--- src/rtl/lc3_pkg.sv ---
// Shared LC-3 memory-path definitions: word width, default ack timeout and
// the memory-controller state encoding.
`timescale 1ns/1ps
package lc3_pkg;

  localparam int WORD_W              = 16;
  localparam int DEF_TIMEOUT_CYCLES  = 255;

  typedef enum logic [1:0] {
    IDLE = 2'd0,
    REQ  = 2'd1,
    WAIT = 2'd2,
    DONE = 2'd3
  } mem_state_t;

endpackage

--- src/rtl/lc3_mem_timeout.sv ---
// Ack wait counter for the LC-3 memory controller: cleared while the request
// is on the bus, counts wait cycles and flags expiry on the last allowed one.
`timescale 1ns/1ps
module lc3_mem_timeout #(
  parameter int TIMEOUT_CYCLES = lc3_pkg::DEF_TIMEOUT_CYCLES
) (
  input  logic clk,
  input  logic rst_n,
  input  logic i_clear,
  input  logic i_inc,
  output logic o_expired
);

  localparam int CNT_W = $clog2(TIMEOUT_CYCLES + 1);

  logic [CNT_W-1:0] r_cnt;

  always_ff @(posedge clk or negedge rst_n) begin
    if (!rst_n) begin
      r_cnt <= '0;
    end else if (i_clear) begin
      r_cnt <= '0;
    end else if (i_inc) begin
      r_cnt <= r_cnt + CNT_W'(1);
    end
  end

  // Expiry fires in the final wait cycle so DONE follows on the next edge.
  assign o_expired = i_inc && (r_cnt == CNT_W'(TIMEOUT_CYCLES - 1));

endmodule

--- src/rtl/lc3_mem_ctrl.sv ---
// LC-3 MAR/MDR and single-outstanding memory handshake; returns R to control.
// Optional ack timeout with sticky mem_err under `LC3_MEM_TIMEOUT_EN.
`timescale 1ns/1ps
module lc3_mem_ctrl
  import lc3_pkg::*;
#(
  parameter int ADDR_W         = WORD_W,
  parameter int DATA_W         = WORD_W,
  parameter int TIMEOUT_CYCLES = DEF_TIMEOUT_CYCLES
) (
  input  logic              clk,
  input  logic              rst_n,
  input  logic              LD_MAR,
  input  logic              LD_MDR,
  input  logic              MIO_EN,
  input  logic              R_W,
  input  logic [DATA_W-1:0] bus_in,
  output logic [ADDR_W-1:0] MAR,
  output logic [DATA_W-1:0] MDR,
  output logic              R,
  output logic              mem_req,
  output logic              mem_we,
  output logic [ADDR_W-1:0] mem_addr,
  output logic [DATA_W-1:0] mem_wdata,
  input  logic [DATA_W-1:0] mem_rdata,
  input  logic              mem_ack,
  output logic              mem_err
);

  mem_state_t        r_state;
  mem_state_t        w_next;
  logic [ADDR_W-1:0] r_mar;
  logic [DATA_W-1:0] r_mdr;
  logic              r_we;
  logic [ADDR_W-1:0] r_addr_hold;
  logic [DATA_W-1:0] r_wdata_hold;

  logic              w_busy;
  logic              w_ack_in_flight;
  logic              w_rd_done;
  logic              w_start;
  logic              w_timeout;
  logic [ADDR_W-1:0] w_mar_next;
  logic [DATA_W-1:0] w_mdr_next;

  assign w_busy          = (r_state == REQ) || (r_state == WAIT);
  assign w_ack_in_flight = w_busy && mem_ack;
  assign w_rd_done       = w_ack_in_flight && !r_we;
  assign w_start         = (w_next == REQ);

  // NOTE: every combinational output gets a default first so no path infers a latch.
  always_comb begin
    w_next = r_state;
    case (r_state)
      IDLE: if (MIO_EN) w_next = REQ;
      REQ:  w_next = mem_ack ? DONE : WAIT;
      WAIT: if (mem_ack || w_timeout) w_next = DONE;
      DONE: w_next = MIO_EN ? REQ : IDLE;
      default: w_next = IDLE;
    endcase
  end

  // A completed read owns MDR even if the bus path asks to load it the same cycle.
  always_comb begin
    w_mar_next = LD_MAR ? bus_in[ADDR_W-1:0] : r_mar;
    w_mdr_next = r_mdr;
    if (w_rd_done) begin
      w_mdr_next = mem_rdata;
    end else if (LD_MDR && !MIO_EN) begin
      w_mdr_next = bus_in;
    end
  end

  // NOTE: sequential state uses non-blocking assignments so every register
  // samples pre-edge values regardless of statement order.
  always_ff @(posedge clk or negedge rst_n) begin
    if (!rst_n) begin
      r_state      <= IDLE;
      r_mar        <= '0;
      r_mdr        <= '0;
      r_we         <= 1'b0;
      r_addr_hold  <= '0;
      r_wdata_hold <= '0;
    end else begin
      r_state <= w_next;
      r_mar   <= w_mar_next;
      r_mdr   <= w_mdr_next;
      if (w_start) begin
        r_we         <= R_W;
        r_addr_hold  <= w_mar_next;
        r_wdata_hold <= w_mdr_next;
      end else if (w_next == DONE) begin
        r_we <= 1'b0;
      end
    end
  end

`ifdef LC3_MEM_TIMEOUT_EN
  logic r_err;

  lc3_mem_timeout #(
    .TIMEOUT_CYCLES (TIMEOUT_CYCLES)
  ) u_timeout (
    .clk       (clk),
    .rst_n     (rst_n),
    .i_clear   (r_state == REQ),
    .i_inc     (r_state == WAIT),
    .o_expired (w_timeout)
  );

  // An ack in the expiry cycle wins; the error is only for a true no-show.
  always_ff @(posedge clk or negedge rst_n) begin
    if (!rst_n) begin
      r_err <= 1'b0;
    end else if (w_timeout && !mem_ack) begin
      r_err <= 1'b1;
    end
  end

  assign mem_err = r_err;
`else
  assign w_timeout = 1'b0;
  assign mem_err   = 1'b0;
`endif

  assign MAR       = r_mar;
  assign MDR       = r_mdr;
  assign R         = (r_state == DONE);
  assign mem_req   = (r_state == REQ);
  assign mem_we    = r_we;
  // Memory sees the request-time copies while the access is in flight.
  assign mem_addr  = w_busy ? r_addr_hold  : r_mar;
  assign mem_wdata = w_busy ? r_wdata_hold : r_mdr;

endmodule

--- config.mk ---
export PLATFORM = sky130hd
export DESIGN_NAME = lc3_mem_ctrl
export DESIGN_NICKNAME = d
export VERILOG_FILES = /design/src/rtl/lc3_pkg.sv /design/src/rtl/lc3_mem_timeout.sv /design/src/rtl/lc3_mem_ctrl.sv
export SDC_FILE = /design/constraint.sdc
export NUM_CORES = 1
export LEC_CHECK = 0
export ABC_AREA = 1
export CAP_MARGIN = 10
export CORE_ASPECT_RATIO = 0.6
export CORE_MARGIN = 8
export CORE_UTILIZATION = 45
export DETAILED_ROUTE_END_ITERATION = 12
export GPL_ROUTABILITY_DRIVEN = 0
export PLACE_DENSITY = 0.87
export SYNTH_ARGS = -nofsm -noshare
export SYNTH_HDL_FRONTEND = slang
export SYNTH_SLANG_ARGS = --single-unit
--- constraint.sdc ---
create_clock -name clk -period 2.3 [get_ports clk]
set_input_delay 0.46 -clock clk [delete_from_list [all_inputs] [get_ports clk]]
set_output_delay 0.46 -clock clk [all_outputs]
set_load 0.1 [all_outputs]
* After elaboration in Yosys (flattened, before gate mapping)
Index checks and enable logic that the tools add are counted.
Cells by class: reduce and logical (&&, ||, !) cells 8, mux-type cells 12, eq/ne operators 5
Operator list (number):
- 16-bit 2-to-1 mux | 5
- 2-bit one-hot mux with 4 select lines | 1
- 2-bit == test (second input constant) | 3
- 2-bit by 1-bit == test with 1-bit output (second input constant) | 2
- 1-bit 2-to-1 mux | 4
- 2-bit 2-to-1 mux | 2
- 1-bit logical AND | 3
- 1-bit logical NOT | 2
- 2-bit logical NOT | 1
- 2-bit nonzero test | 1
- 1-bit logical OR | 1
Storage, ports and cells: input bits 39, word-level logic and storage cells 31, output and inout bits 68, bits in registers 67

* Logic depth before layout (Yosys ltp)
Gate-level depths: netlist of the first run.
depth after elaboration 5, mapped depth 10

* Least setup slack after synthesis of the first run
OpenSTA, ideal clock, no wires.
path type reg-to-output, start reg r_state[0], end out mem_wdata[10], required time 1840 ps, path buffers 2, data arrival time 3287 ps, stages on the path, launching flop included 6, slack -1447 ps, cell sequence dfrtp_1 inv_1 ha_1 buf_4 clkbuf_1 o21ai_0
On the way: longest elaborated chain between the ends 3
Ends and longest elaborated chain:
- from (decl) | line lc3_mem_ctrl.sv:30 | mem_state_t r_state;
- from (signal assigned) | line lc3_mem_ctrl.sv:85 | r_state <= w_next;
- 2-bit by 1-bit == test with 1-bit output or 2-bit == test (tied branches) | line lc3_mem_ctrl.sv:46 | assign w_busy = (r_state == REQ) || (r_state == WAIT);
- 1-bit logical OR (*) | line lc3_mem_ctrl.sv:46
- 16-bit 2-to-1 mux (*) | line lc3_mem_ctrl.sv:133 | assign mem_wdata = w_busy ? r_wdata_hold : r_mdr;
- to (decl) | line lc3_mem_ctrl.sv:24 | output logic [DATA_W-1:0] mem_wdata,
Mark *: on every way between the ends. The rest lies on a longest branch, timed or not.

* Worst setup path after layout of the first run
start reg r_state[1], end out mem_addr[7]
On the way: longest elaborated chain between the ends 3
Ends and longest elaborated chain:
- 2-bit by 1-bit == test with 1-bit output or 2-bit == test (tied branches) | line lc3_mem_ctrl.sv:46
- 1-bit logical OR (*) | line lc3_mem_ctrl.sv:46
- 16-bit 2-to-1 mux (*) | line lc3_mem_ctrl.sv:132 | assign mem_addr = w_busy ? r_addr_hold : r_mar;
- to (decl) | line lc3_mem_ctrl.sv:23 | output logic [ADDR_W-1:0] mem_addr,
Marks and branches as above.

==> run metrics, run 1 <==
pins over their slew limit 0; Worst slew margin between 40% and 50%; Port Buffer Count 105; Via Count between 3k and 4k; post-layout min period approximately 2.2 ns; I/O Pins between 100 and 150; status completed; Remaining DRCs 0; commonest non-fill, non-tap cell in the layout nand2_1; die area between 10000 and 15000 sq um; Crit path max-delay family buffers and inverters; DR pass1 iterations 5; Seq/Total Area, Yosys 48.3%; worst-case clock buffer depth 2; GR Overflow Total 0; Die X about 130 um; crit-path most repeated cell buf_12; CTS Sinks 67; CP Class reg -> out; first-pass GRT wire length approximately 20000 um; Post-DP Area between 5000 and 6000 sq um; YS warnings 0; CP cell instances inv_2 -> ha_4 -> buf_12 -> nand2_1 -> o21ai_4 -> buf_12; Worst setup EP type output port; Final Setup Violations 0; Arr. time, crit path roughly 1.8 ns; P&R area growth vs syn 60.5%; FILL cells between 400 and 500; critical path buffer and inverter count 3; post-route cell area 5580 sq um; final net count between 500 and 600; Final ANT Viol Nets 0; fmax between 0.4 and 0.5 GHz; Clock Pin Slew Worst Setup and Hold Paths roughly 0.050 ns; Synth cell types 20; core area 7360 sq um; HP Class in -> async; pin count of the biggest net entering global routing 36; Clk Latency, worst-skew pair between 0.3 and 0.4 ns; FP Rows 24; Mapped Area 3470 sq um; chip height around 84 um; dpl cells ~650; Slowest Stage Delay on Critical Path 0.37 ns; CTS tree done; Worst Tran Pin Value about 0.84 ns; Avg Synthesized Cell Area between 7 and 8 sq um; RR Startpoint r_state[1]$_DFF_PN0_; root buffer cell clkbuf_16; Seq cells post-synth between 60 and 70; Starting Density roughly 47%; critical path's slowest cell dfrtp_1; non-filler cells, final about 660; most frequent cells in the layout nand2_1 (145), dfrtp_1 (67), nand3_1 (65); initial antenna violation count 0; Final HPWL DP 8790 um; ANT cells 0; detailed-route wire length per cell ~19 um; CTS buffer count 9; CP Data Required Time between 1.5 and 2 ns; max_cap viols 0; Post-Syn Nets ~490; Hold Vio Cnt, Final 0; RSZ-0062 raised after global routing false; layout cells sized above 1 between 20% and 30%; CP startpoint r_state[1]$_DFF_PN0_; Max Clock Skew ~0.004 ns; cells after synthesis between 400 and 500; Critical Path Fanout Max 21; Worst setup SP type register; TNS Setup 0 ns; Final Cycle Share about 100%; Total Wirelength between 10000 and 15000 um; vias in the first global route approximately 3.8k; vias per cell approximately 5.7; DRT iter0 DRCs ~510; Tot GR Track Use between 20 and 25%; H-tree depth 3
[worst reg2reg max path: cells and delay by family, from the launching register on]
family                   cells  cell delay, ns
adder cells (fa/ha/maj)      1            0.36
flip-flops                   1            0.37
AND/OR/NAND/NOR              5            0.81
buffers and inverters        3            0.43
[cells in the mapped netlist (all sizes together)]
library cell,count,area [sq um]
clkbuf,7,26.3
dfrtp,67,1680
o21ai,49,245
nand3,68,355
clkinv,1,3.75
nand4,16,100
nor2,5,43.8
buf,23,173
inv,56,210
nor3,1,10.0
ha,4,50.1
nand2,150,576
conb,1,3.75
[area by class of cell]
cell class                      count  area (sq um)  share of cell area (%)
Clock inverter                      2          35.0                   0.628
Tap cell                          104           130                    2.33
Sequential cell                    67          1680                    30.1
Clock buffer                       12           267                    4.78
Multi-Input combinational cell    294          1730                    31.0
Inverter                           57           214                    3.84
Timing Repair Buffer              127          1530                    27.4
[path summary, 6_finish.rpt]
check                      cells after the start  slack, ns                           end
setup / recovery                               6       0.06                   mem_addr[7]
hold / removal                                 2       0.18    r_addr_hold[7]$_DFFE_PN0N_
setup reg to reg                               9       0.22  r_wdata_hold[12]$_DFFE_PN0N_
hold reg to reg                                2       0.48    r_addr_hold[1]$_DFFE_PN0N_
max in group asynchronous                      2       1.78              MDR[4]$_DFF_PN0_
min in group clk                               2       0.48    r_addr_hold[1]$_DFFE_PN0N_
[metal layers]
layer	up-vias	part of all wire, %	GRT usage, %
met4	0	1.8	7.02
li1	1647	-	-
met2	233	48	37.7
met5	-	0	0
met1	1860	40	28.6
met3	28	9.7	7.33
[sequential cells by signal (all words and copies together), names as in the netlist]
| name | cells |
|---|---|
| MAR | 16 |
| MDR | 16 |
| mem_we | 1 |
| r_addr_hold | 16 |
| r_state | 2 |
| r_wdata_hold | 16 |
[stage by stage]
stage	hold slack [ns]	utilization, %	worst slack, ns
detailed placement	0.467	71.1	0.0489
global route	0.221	75.8	0.00109
global placement	0.462	71.1	0.109
finish	0.185	75.8	0.0589
floorplan	0.164	-	-0.162
CTS	0.206	75.8	0.0716
[repair_timing]
action	CTS	global route
gates resized for setup	3	0
endpoints found under the setup margin	28	0
endpoints found under the hold margin	0	0
buffers inserted	2	0
hold buffers	0	0
[logic make-up after synthesis]
kind of cell,after synthesis,synth area share (%)
AND/OR/NAND/NOR,240,31.2
buffers and inverters,87,11.9
flip-flops,67,48.3
AO/OA/AOI/OAI,49,7.06
adder cells (fa/ha/maj),4,1.44
other,1,0.108
Power of run 1 is left out: the tool's default activity adds up to more than one toggle a clock period on the data nets, which glitch-free logic cannot reach.
==> run 2: changes to the inputs <==
Settings changed: CORE_UTILIZATION 45 to 42, PLACE_DENSITY 0.87 to 0.86.
Clock period 2.3 ns to 1.83 ns, I/O delays scaled along.
==> run metrics, run 2 (synthesis gave the netlist of run 1 again) <==
die area 11500 sq um (+6.0%); worst r2r dst r_wdata_hold[14]$_DFFE_PN0N_; worst-case clock buffer depth 2 (unchanged); Via Count 4048 (+7.4%); failing checks negative setup slack; Max Clock Skew 0.00803 ns (+0.00396 ns); GR Overflow Total 0 (unchanged); max_cap viols 0 (unchanged); root buffer cell clkbuf_16; CTS buffer count 9 (unchanged); R2R cell count 9 (unchanged); HP Class in -> async; status finished, violations left; Die X 133 um (+3.1%); Arr. time, crit path 1.79 ns (about the same); I/O Pins 107 (unchanged); P&R area growth vs syn 85.5%; commonest non-fill, non-tap cell in the layout nand2_1; Tot GR Track Use 24.4% (+1.2 points); core area 7950 sq um (+8.0%); post-route cell area 6440 sq um (+16%); Clock Pin Slew Worst Setup and Hold Paths 0.06 ns (about the same); Worst setup SP type register; reg2reg setup slack 0.01 ns (-0.21 ns); CP Class reg -> out; TNS Setup -8.98 ns (-8.98 ns); vias in the first global route 4048 (+5.6%); CTS Sinks 67 (unchanged); Critical Path Fanout Max 7 (-67%); Final ANT Viol Nets 0 (unchanged); vias per cell 5.94 (+4.6%); Clk Latency, worst-skew pair 0.34 ns (about the same); multi-input logic area 1850 sq um (+7.0%); Final Setup Violations 32 (+32); H-tree depth 3 (unchanged); layout cells sized above 1 38.9% (+11 points); DR pass1 iterations 6 (+1); initial antenna violation count 0 (unchanged); Post-DP Area 5820 sq um (+11%); Remaining DRCs 0 (unchanged); Final HPWL DP 9740 um (+11%); CTS tree done; post-layout min period ~2.2 ns; Hold Vio Cnt, Final 0 (unchanged); RSZ-0062 raised after global routing true; Starting Density 43.7% (-3.5 points); chip height 86.4 um (+2.8%); RR Startpoint r_state[1]$_DFF_PN0_; most frequent cells in the layout nand2_1 (126), buf_12 (78), nand3_1 (65); Worst setup EP type output port; Total Wirelength 15100 um (+21%); fmax 0.463 GHz; CP Data Required Time 1.46 ns (-0.38 ns); FILL cells 423 (-9.0%); final net count 611 (+2.0%); pin count of the biggest net entering global routing 35 (-2.8%); DRT iter0 DRCs 572 (+11%); FF/Latch Area 1720 sq um (+2.5%); Final Worst Setup Slack -0.330 ns (-0.389 ns); detailed-route wire length per cell 22.2 um (+17%); first-pass GRT wire length 22000 um (+11%); Port Buffer Count 105 (unchanged); Util after Layout 81.1% (+5.3 points); FP Rows 25 (+4.2%); Final Cycle Share 118%; ANT cells 0 (unchanged); pins over their slew limit 0 (unchanged)
==> run 2: cell types whose count changed in the layout (fill, tap and decap cells not counted), moves of 15 or more <==
cell     change
buf_4       -37
nand2_1     -19
nand2_2     +15
dfrtp_1     -33
dfrtp_2     +33
buf_12      +41
==> run 2: worst max-delay path: stages, from the launching register on <==
cell	delay, ns
dfrtp_1	0.37
inv_2	0.06
ha_4	0.30
buf_6	0.17
buf_12	0.15
nand2_1	0.11
o21ai_4	0.10
buf_12	0.19
==> run 2: metal layers <==
metal	vias to the layer above	wire length [um]	GRT usage [%]
met4	0	561	10.2
met2	350	7330	40.2
met3	77	1590	8.83
met1	1943	5610	28.4
li1	1678	-	-
met5	-	0	0
==> run 2: through the flow <==
step | worst slack [ns] | hold slack, ns | cells
after floorplan | -0.123 | 0.0704 | 448
after global placement | 0.0310 | 0.418 | 653
after detailed placement | -0.0796 | 0.433 | 653
after CTS | -0.287 | 0.0819 | 674
after global routing | -0.351 | 0.108 | 681
final | -0.330 | 0.0715 | 681
==> run 2: layout make-up <==
cell class | instances | area share [%]
Clock buffer | 11 | 3.92
Clock inverter | 5 | 0.932
Inverter | 57 | 3.42
Multi-Input combinational cell | 295 | 28.7
Sequential cell | 67 | 26.7
Tap cell | 108 | 2.10
Timing Repair Buffer | 138 | 34.3
==> run 2: how the worst max path moves through the flow <==
stage / from / to / slack [ns] / cells after the start
final: r_state[1]$_DFF_PN0_ / mem_wdata[1] / -0.33 / 7
after global routing: r_state[0]$_DFF_PN0_ / mem_wdata[1] / -0.35 / 7
after CTS: r_state[1]$_DFF_PN0_ / mem_wdata[2] / -0.29 / 6
after detailed placement: mem_ack / r_wdata_hold[14]$_DFFE_PN0N_ / -0.08 / 6
after global placement: r_state[1]$_DFF_PN0_ / r_wdata_hold[14]$_DFFE_PN0N_ / 0.03 / 8
after floorplan: r_state[0]$_DFF_PN0_ / mem_addr[0] / -0.12 / 7
==> run 2: timing repair <==
action | 4_1_cts | 5_1_grt
pin swaps | 0 | 5
endpoints found under the setup margin | 48 | 44
cloned | 3 | 4
gates resized for setup | 26 | 8
buffers inserted | 2 | 4
hold buffers | 0 | 0
Power of run 2 is left out for the same reason.
==> run 3: changes to the inputs <==
Settings changed: RECOVER_POWER set to 50, TNS_END_PERCENT set to 10.
==> run metrics, run 3 (synthesis gave the netlist of run 1 again) <==
pin count of the biggest net entering global routing 35 (unchanged); I/O Pins 107 (unchanged); vias per cell 5.76 (-3.1%); hold buffer count at CTS 0 (unchanged); Post-DP Area 5820 sq um (unchanged); CTS buffer count 9 (unchanged); status finished, violations left; core area 7950 sq um (unchanged); commonest non-fill, non-tap cell in the layout nand2_1; Clock Pin Slew Worst Setup and Hold Paths 0.06 ns (about the same); final net count 606 (-0.82%); CTS tree done; Port Buffer Count 105 (unchanged); post-route cell area 6410 sq um (-0.52%); failing checks negative setup slack; ANT cells 0 (unchanged); Remaining DRCs 0 (unchanged); Worst setup EP type output port; RR Startpoint r_state[0]$_DFF_PN0_; P&R area growth vs syn 84.5%; most frequent cells in the layout nand2_1 (124), buf_12 (77), nand3_1 (65); post-layout min period 2.17 ns (+0.00654 ns); critical path buffer and inverter count 4 (unchanged); dpl cells 653 (unchanged); CP Class reg -> out; pins over their slew limit 0 (unchanged); Worst slew margin a little over two fifths; Die X 133 um (unchanged); fmax 0.462 GHz (-0.30%); Clk Latency, worst-skew pair 0.34 ns (about the same); CTS Sinks 67 (unchanged); Hold Vio Cnt, Final 0 (unchanged); Arr. time, crit path 1.80 ns (about the same); Final ANT Viol Nets 0 (unchanged); non-filler cells, final 676 (-0.73%); Critical Path Fanout Max 11 (+4); Max Clock Skew 0.00881 ns (+0.000778 ns); CP Data Required Time 1.46 ns (about the same); Worst setup SP type register; DRT iter0 DRCs 562 (-1.7%); CP cell instances inv_4 -> ha_4 -> buf_12 -> buf_16 -> o21ai_4 -> buf_12; TNS Setup -11.03 ns (-2.05 ns); Final HPWL DP 9740 um (unchanged); Final Cycle Share 118% (+0.36 points); Slowest Stage Delay on Critical Path 0.42 ns (+0.05 ns); FP Rows 25 (unchanged); GR Overflow Total 0 (unchanged); H-tree depth 3 (unchanged); HP Class in -> async; Worst Tran Pin Value about 0.86 ns; worst-case clock buffer depth 2 (unchanged); max_cap viols 0 (unchanged); Final Setup Violations 49 (+53%); crit-path most repeated cell buf_12; DR pass1 iterations 5 (-1); die area 11500 sq um (unchanged); initial antenna violation count 0 (unchanged); vias in the first global route 3992 (-1.4%); layout cells sized above 1 38.6% (-0.36 points); Post-Place Worst Slack -0.0796 ns (unchanged); detailed-route wire length per cell 21.7 um (-2.0%); Starting Density 43.7% (unchanged); Tot GR Track Use 24.3% (-0.075 points); critical path's slowest cell dfrtp_2; Via Count 3895 (-3.8%); chip height 86.4 um (unchanged); RSZ-0062 raised after global routing true; Total Wirelength 14700 um (-2.7%); first-pass GRT wire length 22000 um (-0.41%); Crit path max-delay family buffers and inverters; Final Worst Setup Slack -0.336 ns (-0.00654 ns); root buffer cell clkbuf_16; CP startpoint r_state[0]$_DFF_PN0_
==> run 3: changes by cell type in the layout (fill, tap and decap cells not counted), sizes merged <==
cell | previous run | this run
buf | 98 | 92
bufbuf | 0 | 1
clkbuf | 14 | 15
nand3 | 69 | 68
==> run 3: per-layer routing <==
| layer | part of all wire (%) | up-vias | track usage (%) |
|---|---|---|---|
| met2 | 48 | 311 | 40.1 |
| met5 | 0 | - | 0 |
| met4 | 3.5 | 0 | 9.22 |
| li1 | - | 1660 | - |
| met1 | 37 | 1865 | 28.5 |
| met3 | 11 | 59 | 9.06 |
==> run 3: repair_timing <==
item	in CTS	in global routing
gates resized for setup	26	14
cloned	3	1
pin swaps	0	4
setup buffers	0	3
endpoints found under the setup margin	48	43
==> run 3: worst paths after layout <==
path,endpoint,slack [ns],cells after the start
max reg2reg,r_wdata_hold[3]$_DFFE_PN0N_,-0.16,9
min,r_addr_hold[9]$_DFFE_PN0N_,0.26,2
min in group clk,r_wdata_hold[11]$_DFFE_PN0N_,0.49,2
max in group asynchronous,MDR[1]$_DFF_PN0_,0.96,2
min reg2reg,r_wdata_hold[11]$_DFFE_PN0N_,0.49,2
max,mem_addr[1],-0.34,6
==> run 3: final cells by class <==
type                       count  area [sq um]
sequential                    67          1720
clock buffer                  11           253
fill                         419          1540
inverter                      57           220
timing repair buffer         134          2140
multi-input combinational    294          1880
clock inverter                 5          60.1
tap                          108           135
==> run 3: metrics by stage <==
| stage | hold slack [ns] | utilization [%] |
|---|---|---|
| floorplan | 0.0704 | - |
| global placement | 0.418 | 73.3 |
| detailed placement | 0.433 | 73.3 |
| CTS | 0.0819 | 79.3 |
| global route | 0.350 | 80.7 |
| finish | 0.260 | 80.7 |
==> run 3: worst register-to-register path: stages, from the launching register on <==
cell     delay (ns)
dfrtp_2        0.38
inv_4          0.05
ha_4           0.41
buf_12         0.15
buf_16         0.18
nand3_4        0.22
nand3_1        0.17
nand2_1        0.09
nand3_1        0.11
nand2_1        0.10
Power of run 3 is left out for the same reason.
==> patch 1, RTL diff (settings of run 3) <==
Build with the macro `LC3_MEM_TIMEOUT_EN` defined.
--- a/src/rtl/lc3_mem_ctrl.sv
+++ b/src/rtl/lc3_mem_ctrl.sv
@@ -1,6 +1,8 @@
 // LC-3 MAR/MDR and single-outstanding memory handshake; returns R to control.
 // Optional ack timeout with sticky mem_err under `LC3_MEM_TIMEOUT_EN.
 `timescale 1ns/1ps
+`define LC3_MEM_TIMEOUT_EN
+
 module lc3_mem_ctrl
   import lc3_pkg::*;
 #(
Behaviour: same outputs for any inputs over 10 cycles, from zero or initial values and one cycle with rst_n low; that may be too few to reach the edited logic, so the function may still have changed.
==> patch 1 against run 3 <==
The flow still finishes with violations (negative setup slack). Final area grew 7.8%. Non-clock buffer count grew 9. Sequential cell count grew 9. Setup slack gained 0.043 ns. Via count grew 11%. Wire length grew 5.2%. Synthesized area grew 10%. Core utilization shrank 4.0 points.
Power is not shown: default switching activity piles up to over one toggle a cycle in this logic, so the estimate is an artifact.
==> patch 1: results (changes against run 3) <==
Largest cells by area after synthesis: dfrtp_1, nand2_1, o21ai_0 (was dfrtp_1, nand2_1, nand3_1)
Hold slack: 0.492 ns (was 0.260 ns)
Failing checks: negative setup slack (unchanged)
Compound-Gate Fraction of Synth Area: 8.10% (was 7.06%)
Mapped Nets: 544 (was 491)
Max Clock Skew: 0.00707 ns (was 0.00881 ns)
Synth top cells by count: nand2_1, dfrtp_1, inv_1 (was nand2_1, dfrtp_1, nand3_1)
Cell count after placement: 717 (was 653)
HP Class: flop to flop (was primary input to asynchronous set/reset pin)
Overall routing resource usage: 24.2% (was 24.3%)
End point of the critical path: mem_addr[13] (was mem_addr[1])
Sequential area share after synthesis: 49.7% (was 48.3%)
Status: finished with violations (unchanged)
Adder-Cell Fraction of Synth Area: 1.96% (was 1.44%)
Final setup fails: 68 (was 49)
R2R cell count: 10 (was 9)
Reg area: 0.00194 sq mm (was 0.00172 sq mm)
Vias: 4,306 (was 3,895)
Slew Limit Headroom: 20.9% (was 42.7%)
First-pass GRT wire length: 24,300 um (was 22,000 um)
Post-Syn Instances: 499 (was 448)
M2 GR Usage: 40.2% (was 40.1%)
Critical Path Fanout Max: 8 (was 11)
Met1 Resource Use GR: 28.0% (was 28.5%)
Layout cell share with drive strength beyond 1: 35.3% (was 38.6%)
Setup ws final: -0.293 ns (was -0.336 ns)
Setup WS pre-CTS: -0.0272 ns (was -0.0796 ns)
Worst Path Arrival: 1.76 ns (was 1.80 ns)
Post-DR vias/cell: 5.76 (about the same)
Capture point of the worst reg-to-reg path: u_timeout.r_cnt[7] (was r_wdata_hold[3])
Crit path from: r_state[1] (was r_state[0])
Largest net degree at the start of global routing: 37 (was 35)
Final #Nets: 671 (was 606)
Setup TNS Final: -9.74 ns (was -11.03 ns)
Port Buf Inserts: 106 (was 105)
Met3 Use GR: 8.55% (was 9.06%)
-- patch 1: changes by cell type after synthesis, sizes merged, moves of 3 or more --
cell,change
a21oi,+3
buf,-11
nand3,-49
nor2,+5
clkbuf,+8
nand4,+17
nand2,+51
dfrtp,+9
inv,+6
-- patch 1: cell type report --
| class | instances | area share [%] |
|---|---|---|
| Timing Repair Buffer | 143 | 32.7 |
| Inverter | 62 | 3.37 |
| Tap cell | 116 | 2.10 |
| Multi-Input combinational cell | 334 | 29.4 |
| Clock buffer | 10 | 3.46 |
| Sequential cell | 76 | 28.1 |
| Clock inverter | 6 | 0.923 |
-- patch 1: layer usage --
metal | up-vias | wire, um
met5 | - | 0
met1 | 2042 | 5810
met3 | 73 | 1800
met2 | 352 | 7200
li1 | 1839 | -
met4 | 0 | 620
-- patch 1: what timing repair did --
item	CTS	global route
hold buffers	1	0
hold endpoints to repair	18	0
gates resized for setup	22	19
pin swaps	4	4
setup buffers	9	2
cloned	5	0
endpoints found under the setup margin	33	69
-- patch 1: cell families after synthesis --
group | count (synthesis)
flip-flops | 76
AO/OA/AOI/OAI | 59
AND/OR/NAND/NOR | 269
buffers and inverters | 89
adder cells (fa/ha/maj) | 6
-- patch 1: critical path, stage by stage (launching register included) --
cell     delay, ns
dfrtp_1       0.40
inv_2         0.09
ha_4          0.25
buf_12        0.16
buf_16        0.15
o21ai_4       0.17
buf_12        0.20
==> patch 2, RTL diff (settings of run 3) <==
Made on the original files. Re-encode `mem_state_t` (4 states) as Gray code, 2 bits wide.
--- a/src/rtl/lc3_pkg.sv
+++ b/src/rtl/lc3_pkg.sv
@@ -7,10 +7,10 @@
   localparam int DEF_TIMEOUT_CYCLES  = 255;
 
   typedef enum logic [1:0] {
-    IDLE = 2'd0,
-    REQ  = 2'd1,
-    WAIT = 2'd2,
-    DONE = 2'd3
+    IDLE = 2'b00,
+    REQ  = 2'b01,
+    WAIT = 2'b11,
+    DONE = 2'b10
   } mem_state_t;
 
 endpackage
Behaviour: no difference found for any inputs over 10 cycles, from zero or initial values and one cycle with rst_n low; not proved beyond that.
==> patch 2 against run 3 <==
Final area shrank 12%. Setup slack gained 0.38 ns. Register-to-register slack gained 0.32 ns. Final cell count shrank 5.0%. Count of clock-buffer cells in the layout grew 1. Sequential cell count is the same. Wire length shrank 22%. Non-clock buffer count shrank 16. Synthesized area shrank 6.6%.
==> patch 2: results (changes against run 3) <==
Status: finished, final reports clean (was finished with violations)
# diodes: 0 (unchanged)
Net Switching: 4.93 mW
Post-Syn Instances: 429 (was 448)
Compound-Gate Fraction of Synth Area: 5.24% (was 7.06%)
Root Buffer: clkbuf_16 (unchanged)
Post-cts resize count: 0 (was 26)
Post-DR vias/cell: 5.24 (was 5.76)
Met3 Use GR: 10.0% (was 9.06%)
Flop+latch power: 2.26 mW
Worst-Margin Slew: 1.49 ns (was 0.859 ns)
Clock-pin slew on the worst setup and hold paths: 0.05 ns
M2 GR Usage: 34.0% (was 40.1%)
Max Clock Skew: 0.00644 ns (was 0.00881 ns)
Clk_lat worst skew: 0.33 ns
Initial antenna violation count: 1 (was 0)
MaxCap Viol Count: 0 (unchanged)
Worst Path Arrival: 1.42 ns (was 1.80 ns)
Final #Nets: 573 (was 606)
Met2 WL post-DR: 5340 um (was 7110 um)
Met1 Resource Use GR: 24.8% (was 28.5%)
Drt first-iter violations: 418 (was 562)
Total CTS buffers: 9 (unchanged)
Number of buffers on the longest clock path: 2 (unchanged)
Overall routing resource usage: 21.3% (was 24.3%)
HP Class: flop to flop (was primary input to asynchronous set/reset pin)
Sequential area share after synthesis: 51.7% (was 48.3%)
Dpl cell area: 0.00539 sq mm (was 0.00582 sq mm)
Syn Area/Cell: 7.57 sq um (was 7.75 sq um)
Port Buf Inserts: 105 (unchanged)
Gate power share: 56.8%
First-pass GRT wire length: 18,300 um (was 22,000 um)
M1 WL: 4430 um (was 5450 um)
CTS Hold Bufs: 0 (unchanged)
Drt total wl: 11,500 um (was 14,700 um)
Vias: 3,363 (was 3,895)
H-tree Lvls: 3 (unchanged)
Cell family with most CP delay: flip-flops (was buffers and inverters)
DP Wirelength: 7980 um (was 9740 um)
DR top layer: met5 (was met4)
Vias in the first global route: 3,574 (was 3,992)
Largest net degree at the start of global routing: 68 (was 35)
VDD IR max: 1020 uV
Post-CTS Repair Setup Buffers: 0 (unchanged)
Cell count after placement: 625 (was 653)
DRT Pass-1 Iters: 5 (unchanged)
Synth Area in XOR/XNOR: 0% (unchanged)
Mapped Nets: 469 (was 491)
Synth top cells by count: nand2_1, dfrtp_1, nand3_1 (unchanged)
Setup WS pre-CTS: -0.0373 ns (was -0.0796 ns)
Adder-Cell Fraction of Synth Area: 0.386% (was 1.44%)
Asr flop ratio synth: 100% (unchanged)
Post-synthesis mux area share: 0% (unchanged)
WP buf/inv: 2 (was 4)
Layout cell share with drive strength beyond 1: 28.8% (was 38.6%)
Largest cells by area after synthesis: dfrtp_1, nand2_1, nand3_1 (unchanged)
Biggest cell delay along the critical path: 0.48 ns (was 0.42 ns)
Post-synth cell types: 21 (was 20)
Routed length on met3: 1450 um (was 1600 um)
Critical Path Fanout Max: 20 (was 11)
patch 2: cell count changes in the layout (fill, tap and decap cells not counted), sizes merged, moves of 8 or more:
cell	change
nand2	+45
buf	-22
inv	-19
nand3	-19
and2	+16
nand4	-16
o21ai	-16
clkbuf	+8
patch 2: worst paths after layout:
check                          startpoint              end  slack (ns)  depth (start not counted)
max reg2reg                    r_state[0]  r_wdata_hold[7]        0.16                          7
min                        r_addr_hold[7]   r_addr_hold[7]        0.48                          2
max in group asynchronous           rst_n       r_state[0]        0.32                          2
min in group asynchronous           rst_n          MAR[10]        0.51                          2
max                            r_state[0]     mem_addr[11]        0.04                          4
min reg2reg                r_addr_hold[7]   r_addr_hold[7]        0.48                          2
patch 2: final cells by class:
cell class,instances,area [sq um]
Clock buffer,12,256
Inverter,38,145
Fill cell,490,1780
Sequential cell,67,1700
Clock inverter,4,120
Timing Repair Buffer,118,1730
Multi-Input combinational cell,299,1530
Tap cell,104,130
